--- src/rtl/wb_tracker.sv ---
// Writeback/memory-response tracker: buffers EX trace elements, timestamps their
// writeback phase (and memory response for loads/stores), and streams finished
// elements to the trace sink over valid/ready.

package wb_tracker_pkg;

  typedef struct packed {
    logic [31:0] time_start;
    logic [31:0] time_end;
  } ts_t;

  typedef struct packed {
    logic        pass_through;
    logic [31:0] pc;
    logic [31:0] insn;
    ts_t         mem_access_res;
    ts_t         wb_data;
  } trace_output;

  localparam int unsigned TRACE_W = $bits(trace_output);

endpackage

module wb_tracker
  import wb_tracker_pkg::*;
#(
  parameter int unsigned FIFO_DEPTH   = 4,
  parameter int unsigned RVALID_DEPTH = 4
) (
  input  logic               clk,
  input  logic               rst,
  input  logic [31:0]        counter,
  input  logic               ex_data_ready,
  input  logic [TRACE_W-1:0] ex_data_i,
  input  logic               data_gnt_i,
  input  logic               data_rvalid_i,
  input  logic               trace_ready_i,
  output logic               trace_valid_o,
  output logic [TRACE_W-1:0] trace_data_o,
  output logic               overflow_o
);

  localparam int unsigned EAW = $clog2(FIFO_DEPTH);
  localparam int unsigned RAW = $clog2(RVALID_DEPTH);

  typedef enum logic [1:0] {
    WB_IDLE,
    WB_WAIT_RSP,
    WB_EMIT
  } wb_state_e;

  // Element FIFO: trace element plus "memory access" flag captured at push.
  trace_output  e_data [FIFO_DEPTH];
  logic         e_mem  [FIFO_DEPTH];
  logic [EAW:0] e_wr;
  logic [EAW:0] e_rd;
  logic         e_empty;
  logic         e_full;
  logic         e_push;
  logic         e_pop;
  trace_output  e_head;
  logic         e_head_mem;

  // Response FIFO: counter value at each data_rvalid_i.
  logic [31:0]  r_data [RVALID_DEPTH];
  logic [RAW:0] r_wr;
  logic [RAW:0] r_rd;
  logic         r_empty;
  logic         r_full;
  logic         r_push;
  logic         r_pop;
  logic [31:0]  r_head;

  wb_state_e    state;
  wb_state_e    state_nxt;
  trace_output  wb_q;
  trace_output  wb_nxt;
  logic         valid_q;
  logic         overflow_q;

  // FIFO status and head decode; a push on a full FIFO is accepted only with a same-cycle pop.
  always_comb begin
    e_empty    = (e_wr == e_rd);
    e_full     = (e_wr[EAW] != e_rd[EAW]) && (e_wr[EAW-1:0] == e_rd[EAW-1:0]);
    e_push     = ex_data_ready && (!e_full || e_pop);
    e_head     = e_data[e_rd[EAW-1:0]];
    e_head_mem = e_mem[e_rd[EAW-1:0]];
    r_empty    = (r_wr == r_rd);
    r_full     = (r_wr[RAW] != r_rd[RAW]) && (r_wr[RAW-1:0] == r_rd[RAW-1:0]);
    r_push     = data_rvalid_i && (!r_full || r_pop);
    r_head     = r_data[r_rd[RAW-1:0]];
  end

  // FIFO storage writes (contents need no reset; pointers define validity).
  always_ff @(posedge clk) begin
    if (e_push) begin
      e_data[e_wr[EAW-1:0]] <= ex_data_i;
      e_mem[e_wr[EAW-1:0]]  <= data_gnt_i;
    end
    if (r_push) begin
      r_data[r_wr[RAW-1:0]] <= counter;
    end
  end

  // FIFO pointers and sticky overflow flag.
  always_ff @(posedge clk or posedge rst) begin
    if (rst) begin
      e_wr       <= '0;
      e_rd       <= '0;
      r_wr       <= '0;
      r_rd       <= '0;
      overflow_q <= 1'b0;
    end else begin
      if (e_push) e_wr <= e_wr + 1'b1;
      if (e_pop)  e_rd <= e_rd + 1'b1;
      if (r_push) r_wr <= r_wr + 1'b1;
      if (r_pop)  r_rd <= r_rd + 1'b1;
      if ((ex_data_ready && !e_push) || (data_rvalid_i && !r_push)) begin
        overflow_q <= 1'b1;
      end
    end
  end

  // FSM state register.
  always_ff @(posedge clk or posedge rst) begin
    if (rst) begin
      state <= WB_IDLE;
    end else begin
      state <= state_nxt;
    end
  end

  // Next-state logic, FIFO pops and working-register update.
  always_comb begin
    state_nxt = state;
    e_pop     = 1'b0;
    r_pop     = 1'b0;
    wb_nxt    = wb_q;
    case (state)
      WB_IDLE: begin
        if (!e_empty) begin
          e_pop  = 1'b1;
          wb_nxt = e_head;
          if (e_head.pass_through) begin
            state_nxt = WB_EMIT;
          end else begin
            wb_nxt.wb_data.time_start = counter;
            if (e_head_mem) begin
              wb_nxt.mem_access_res.time_start = counter;
              state_nxt = WB_WAIT_RSP;
            end else begin
              wb_nxt.wb_data.time_end = counter;
              state_nxt = WB_EMIT;
            end
          end
        end
      end
      WB_WAIT_RSP: begin
        if (!r_empty) begin
          r_pop = 1'b1;
          wb_nxt.mem_access_res.time_end = r_head;
          // A response queued before the pop can predate time_start; clamp to it.
          wb_nxt.wb_data.time_end = (r_head > wb_q.wb_data.time_start) ?
                                    r_head : wb_q.wb_data.time_start;
          state_nxt = WB_EMIT;
        end
      end
      WB_EMIT: begin
        if (trace_ready_i) state_nxt = WB_IDLE;
      end
      default: state_nxt = WB_IDLE;
    endcase
  end

  // Working register and registered valid flag.
  always_ff @(posedge clk or posedge rst) begin
    if (rst) begin
      wb_q    <= '0;
      valid_q <= 1'b0;
    end else begin
      wb_q    <= wb_nxt;
      valid_q <= (state_nxt == WB_EMIT);
    end
  end

  // Outputs driven straight from flops.
  always_comb begin
    trace_valid_o = valid_q;
    trace_data_o  = wb_q;
    overflow_o    = overflow_q;
  end

endmodule
--- config.mk ---
export PLATFORM = sky130hd
export DESIGN_NAME = wb_tracker
export DESIGN_NICKNAME = d
export VERILOG_FILES = /design/src/rtl/wb_tracker.sv
export SDC_FILE = /design/constraint.sdc
export NUM_CORES = 1
export LEC_CHECK = 0
export CAP_MARGIN = 20
export CORE_MARGIN = 2
export CORE_UTILIZATION = 40
export DETAILED_ROUTE_END_ITERATION = 10
export PLACE_DENSITY = 0.68
export SYNTH_ARGS = -nofsm -noshare
export SYNTH_HDL_FRONTEND = slang
export SYNTH_SLANG_ARGS = --single-unit
--- constraint.sdc ---
create_clock -name clk -period 10.42 [get_ports clk]
set_clock_uncertainty 0.2 [all_clocks]
set_input_delay 2.084 -clock clk [delete_from_list [all_inputs] [get_ports clk]]
set_output_delay 2.084 -clock clk [all_outputs]
set_load 0.03 [all_outputs]
* After elaboration in Yosys (flattened, before gate mapping) *
Memories as Yosys holds them, arrays and structs flattened.
Cells that the tools add are included.

storage, ports and cells
  word-level logic and storage cells = 75
  memories kept = 3
  RAM bits = 904
  output and inout port bits = 195
  flip-flop bits (word level) = 209
  input bits = 231

memory list
  name    depth  width  read ports  clocked after memory_dff  wr ports  line  RTL
  e_data  4      193    1           0                         1         53    trace_output e_data [FIFO_DEPTH];
  r_data  4      32     1           0                         1         65    logic [31:0] r_data [RVALID_DEPTH];
  e_mem   4      1      1           0                         1         54    logic e_mem [FIFO_DEPTH];

operators by class
  reduce and logical (&&, ||, !) cells = 17
  bitwise operators = 1
  muxes and demuxes = 24
  equal/unequal tests = 11
  magnitude comparators = 1
  add/sub/neg operators = 4

operators with widths
  cell                 count
  $mux 32              6
  $pmux 32 s2          2
  $mux 96              1
  $mux 64              1
  $gt 32x32->1         1
  $add 3x1->3 const B  4
  $mux 2               5
  $mux 1               8
  $eq 3x3->1           2
  $logic_and 1x1->1    6
  $pmux 2 s3           1
  $eq 2x2->1           2
  $eq 2x2->1 const B   2
  $logic_not 1->1      4
  $ne 2x2->1 const B   2
  $logic_or 1x1->1     3
  $reduce_and 3->1     1
  $eq 2x1->1 const B   1
  $logic_not 2->1      1
  $ne 1x1->1           2
  $reduce_and 2->1     1
  $reduce_bool 2->1    1
  $not 1->1            1

* Logic depth before layout (Yosys ltp) *
  depth after elaboration = 8
  depth in mapped cells = 12

* Least setup slack after synthesis *
Ideal clock, no wire load.

  kind = input port to flip-flop
  from = in ex_data_ready
  to = mem e_data[3][0] in the netlist's numbering, enable pin
  buffers on the path = 0
  path slack = 2.760 ns
  arrival time = 6.880 ns
  data required time = 9.640 ns
  cell stages on the path = 2
  path through = nor2b_1 -> and2_1

on the way
  longest elaborated chain between the ends = 3

RTL lines
  item                          line  RTL
  from (decl)                   33    input logic ex_data_ready,
  $logic_and 1x1->1             85    e_push = ex_data_ready && (!e_full || e_pop);
  $mux 1                        96    if (e_push) begin
  $mux 1 (not written as such)  97    e_data[e_wr[EAW-1:0]] <= ex_data_i;
  to (decl)                     53

No other way between the ends.

* Worst setup path in the final report *
  from = reg r_rd[0]
  to = reg wb_q, in the netlist trace_data_o[30]

on the way
  longest elaborated chain between the ends = 5
  elaborated cells between the ends (all ways) = 8
  classes of those cells = order compare (1); eq/ne (2); mux (3); reduce/logical (1); memory (1)

RTL lines
  item                    line  RTL
  from (decl)             67    logic [RAW:0] r_rd;
  from (signal assigned)  117   if (r_pop) r_rd <= r_rd + 1'b1;
  $mem_v2 4x32            --
  $gt 32x32->1            163   wb_nxt.wb_data.time_end = (r_head > wb_q.wb_data.time_start) ?
  $mux 32                 163
  $mux 32                 159   if (!r_empty) begin
  $pmux 32 s2             139   case (state)
  to (signal assigned)    181   wb_q <= wb_nxt;
  to (decl)               76    trace_output wb_q;

Parallel ways exist; a longest one is shown, timed or not. The select of a mux whose other input is x is not followed.
A chain may end at the register's enable or synchronous reset.

==> impl_metrics.toml <==
[clock_tree]
cts_tree = "done"
ctsHoldBuffers = 0
insertion_delay_ns = 0.71
cts_root_buf = "clkbuf_16"
cts_buffers = 114
path_clk_slew_ns = 0.06
cts_setup_buffers = 0
htree_levels = 3
ctsResizeCount = 0
clock-sinks = 1113
clockBufferDepth = 3

[routing]
ant_nets = 0
drc = 0
drtIter0Drc = 2278
vias_per_cell = 5.42
drt_wl_total_mm = 115
dr.pass1.iters = 5
wl_per_cell_um = 26.2
num_vias = 23766

[die]
die_w_um = 334
start_util_pct = 40.4
die_y_um = 334
ios = 426
core_area_um2 = 108000
rows = 120
die-area_um2 = 111000

[final_layout]
stdcell_area_um2 = 53300
drive_gt1_share_pct = 15.8
layout_commonest_cell = "edfxtp_1"
syn2layout_area_growth_pct = 22.7
final_cell_mix = "904 x edfxtp_1, 425 x clkdlybuf4s50_1, 366 x nand2_1, 226 x mux4_2, 205 x dfrtp_1"
fin_nets = 3145

[yosys]
synth-seq-cells = 1113
synth_top_area_cell = "edfxtp_1"
synthTopCellsByArea = "edfxtp_1 62%, dfrtp_1 12%, mux4_2 12%, nand2_1 3.2%, o21ai_0 1.9%"
yosysSeqAreaShare_pct = 74.5
synth_edf_count = 904
synth_cell_types = 45
ys.flop_type = "edfxtp_1"
syn-num-nets = 2713
async_flop_share_pct = 18.8
synth_top_area_share_pct = 62.4
syn-instance-count = 2440
synth_area_per_cell_um2 = 17.8
yosysWarnings = 0
syn-cell-area_um2 = 43500

[global_routing]
grt_max_degree = 127
antenna_found_initial = 31
grt_pass1_wl_mm = 167
grt_usage_pct = 20.6
grt_pass1_vias = 24398
grt_overflow = 0

[min_path]
hp-class = "flop to flop"

[pwr]
irDropWorstVdd_mv = 0.261
p_leak_nw = 18.6
p_total_w = 0.0178
cellPowerDensity_nw_per_um2 = 334

[placement]
place_area_um2 = 49100
dp_slack_ns = 5.20
place_congestion = 0.795
portBuffers = 425
dp_hpwl_mm = 72.9

[critical_path]
arrival_ns = 5.34
cp_max_fo = 33
cpMaxStageDelayCell = "nor4_1"
end_kind = "flop"
crit_type = "flop to flop"
cpLargestDelayFamily = "simple AND/OR/NAND/NOR gates"
path_cells = "buf_4 -> mux4_2 -> ha_1 -> nand4_1 -> nor4_1 -> and2b_1 -> o41a_1 -> buf_4 -> or2_4 -> o311ai_0"
critPathMostFrequentCell = "buf_4"
required_ns = 10.78
critical-path-max-stage-delay_ns = 0.75
cp_num_buf_inv = 2
critPathLaunchType = "flop"
r2r_slack_ns = 5.44

[timing]
relSlewSlack_pct = 25.8
hold_violations = 0
setup-tns-final_ns = 0
setup_viol_count_final = 0
fin_crit_ns = 4.98
fin_ws_ns = 5.44
tightest_slew_ns = 1.11
final_max_slew_viol_count = 0
whs_ns = 0.273
fmax_mhz = 201
grt_setup_unrepaired = "no"
fin_crit_sh_pct = 47.8

[job]
drv_cap = 0

[status]
status = "finished, final reports clean"
[report_power, final]
part / leakage [nW] / switching (W) / total, W / internal [W]
Combinational: 5.75 / 0.00410 / 0.00663 / 0.00253
Sequential: 10.9 / 0.000623 / 0.00675 / 0.00612
Clock: 2.01 / 0.00179 / 0.00444 / 0.00265
[area by class of cell]
cell class / count / area (um2)
Clock inverter: 78 / 1050
Antenna cell: 6 / 15.0
Fill cell: 8824 / 54200
Multi-Input combinational cell: 1150 / 10300
Clock buffer: 140 / 3100
Inverter: 39 / 154
Tap cell: 1403 / 1760
Sequential cell: 1113 / 32400
Timing Repair Buffer: 454 / 4530
[per-layer routing]
layer	up-vias	wire length [um]	global-route usage, %
met4	46	2810	5.59
met2	992	53700	32.4
met3	202	12100	7.41
met5	-	294	0
li1	10349	-	-
met1	12177	45900	27.3
[synth_stat cells, types with 3 or more instances]
cell type  count
edfxtp_1     904
nand2_1      366
mux4_2       226
dfrtp_1      209
o21ai_0      166
a21oi_1      113
mux2i_1       64
clkbuf_1      60
buf_2         55
ha_1          42
inv_1         39
nor2b_1       33
nor3b_1       32
o311ai_1      29
and2_1         9
nor2_1         9
buf_4          8
buf_6          8
nand4_1        8
xnor2_1        8
buf_1          7
xor2_1         6
nor3_1         4
nand2b_1       3
o211ai_1       3
o21a_1         3
o22ai_1        3
[path summary, 6_finish.rpt]
kind / depth (start not counted) / endpoint / startpoint
setup / recovery: 10 / trace_data_o[30] / r_rd[0]
hold / removal: 2 / trace_data_o[163] / trace_data_o[163]
setup reg to reg: 10 / trace_data_o[30] / r_rd[0]
hold reg to reg: 2 / trace_data_o[163] / trace_data_o[163]
max in group asynchronous: 3 / trace_data_o[102] / rst
min in group asynchronous: 2 / trace_data_o[150] / rst
[logic make-up (layout without fill, tap and decap cells)]
family,after synthesis,in the layout,share of synthesized area [%]
adders and majority gates,42,42,1.21
other,0,6,0
DFF,1113,1113,74.5
and+or+nand+nor,474,474,4.75
AOI/OAI and AO/OA,328,328,4.16
buffers and inverters,177,711,1.89
xor gates and xnor gates,14,14,0.282
muxes,292,292,13.2
[stage by stage]
| stage | util (%) | cells |
|---|---|---|
| 2_1_floorplan | - | 2440 |
| 3_3_place_gp | 45.7 | 4158 |
| 3_5_place_dp | 45.7 | 4158 |
| 4_1_cts | 49.6 | 4376 |
| 5_1_grt | 49.6 | 4380 |
| 6_report | 49.6 | 4383 |
[state kept, by name, summed over array words and instances (netlist names)]
name / cells
overflow_o: 1
r_rd: 3
state: 2
e_rd: 3
e_data: 772
e_wr: 3
r_data: 128
r_wr: 3
trace_valid_o: 1
e_mem: 4
trace_data_o: 193
[worst min-delay path, stage by stage (launching register included)]
cell	delay [ns]
dfrtp_1	0.34
nand2_1	0.05
nand2_1	0.05
Power figures use the tool's default switching activity.
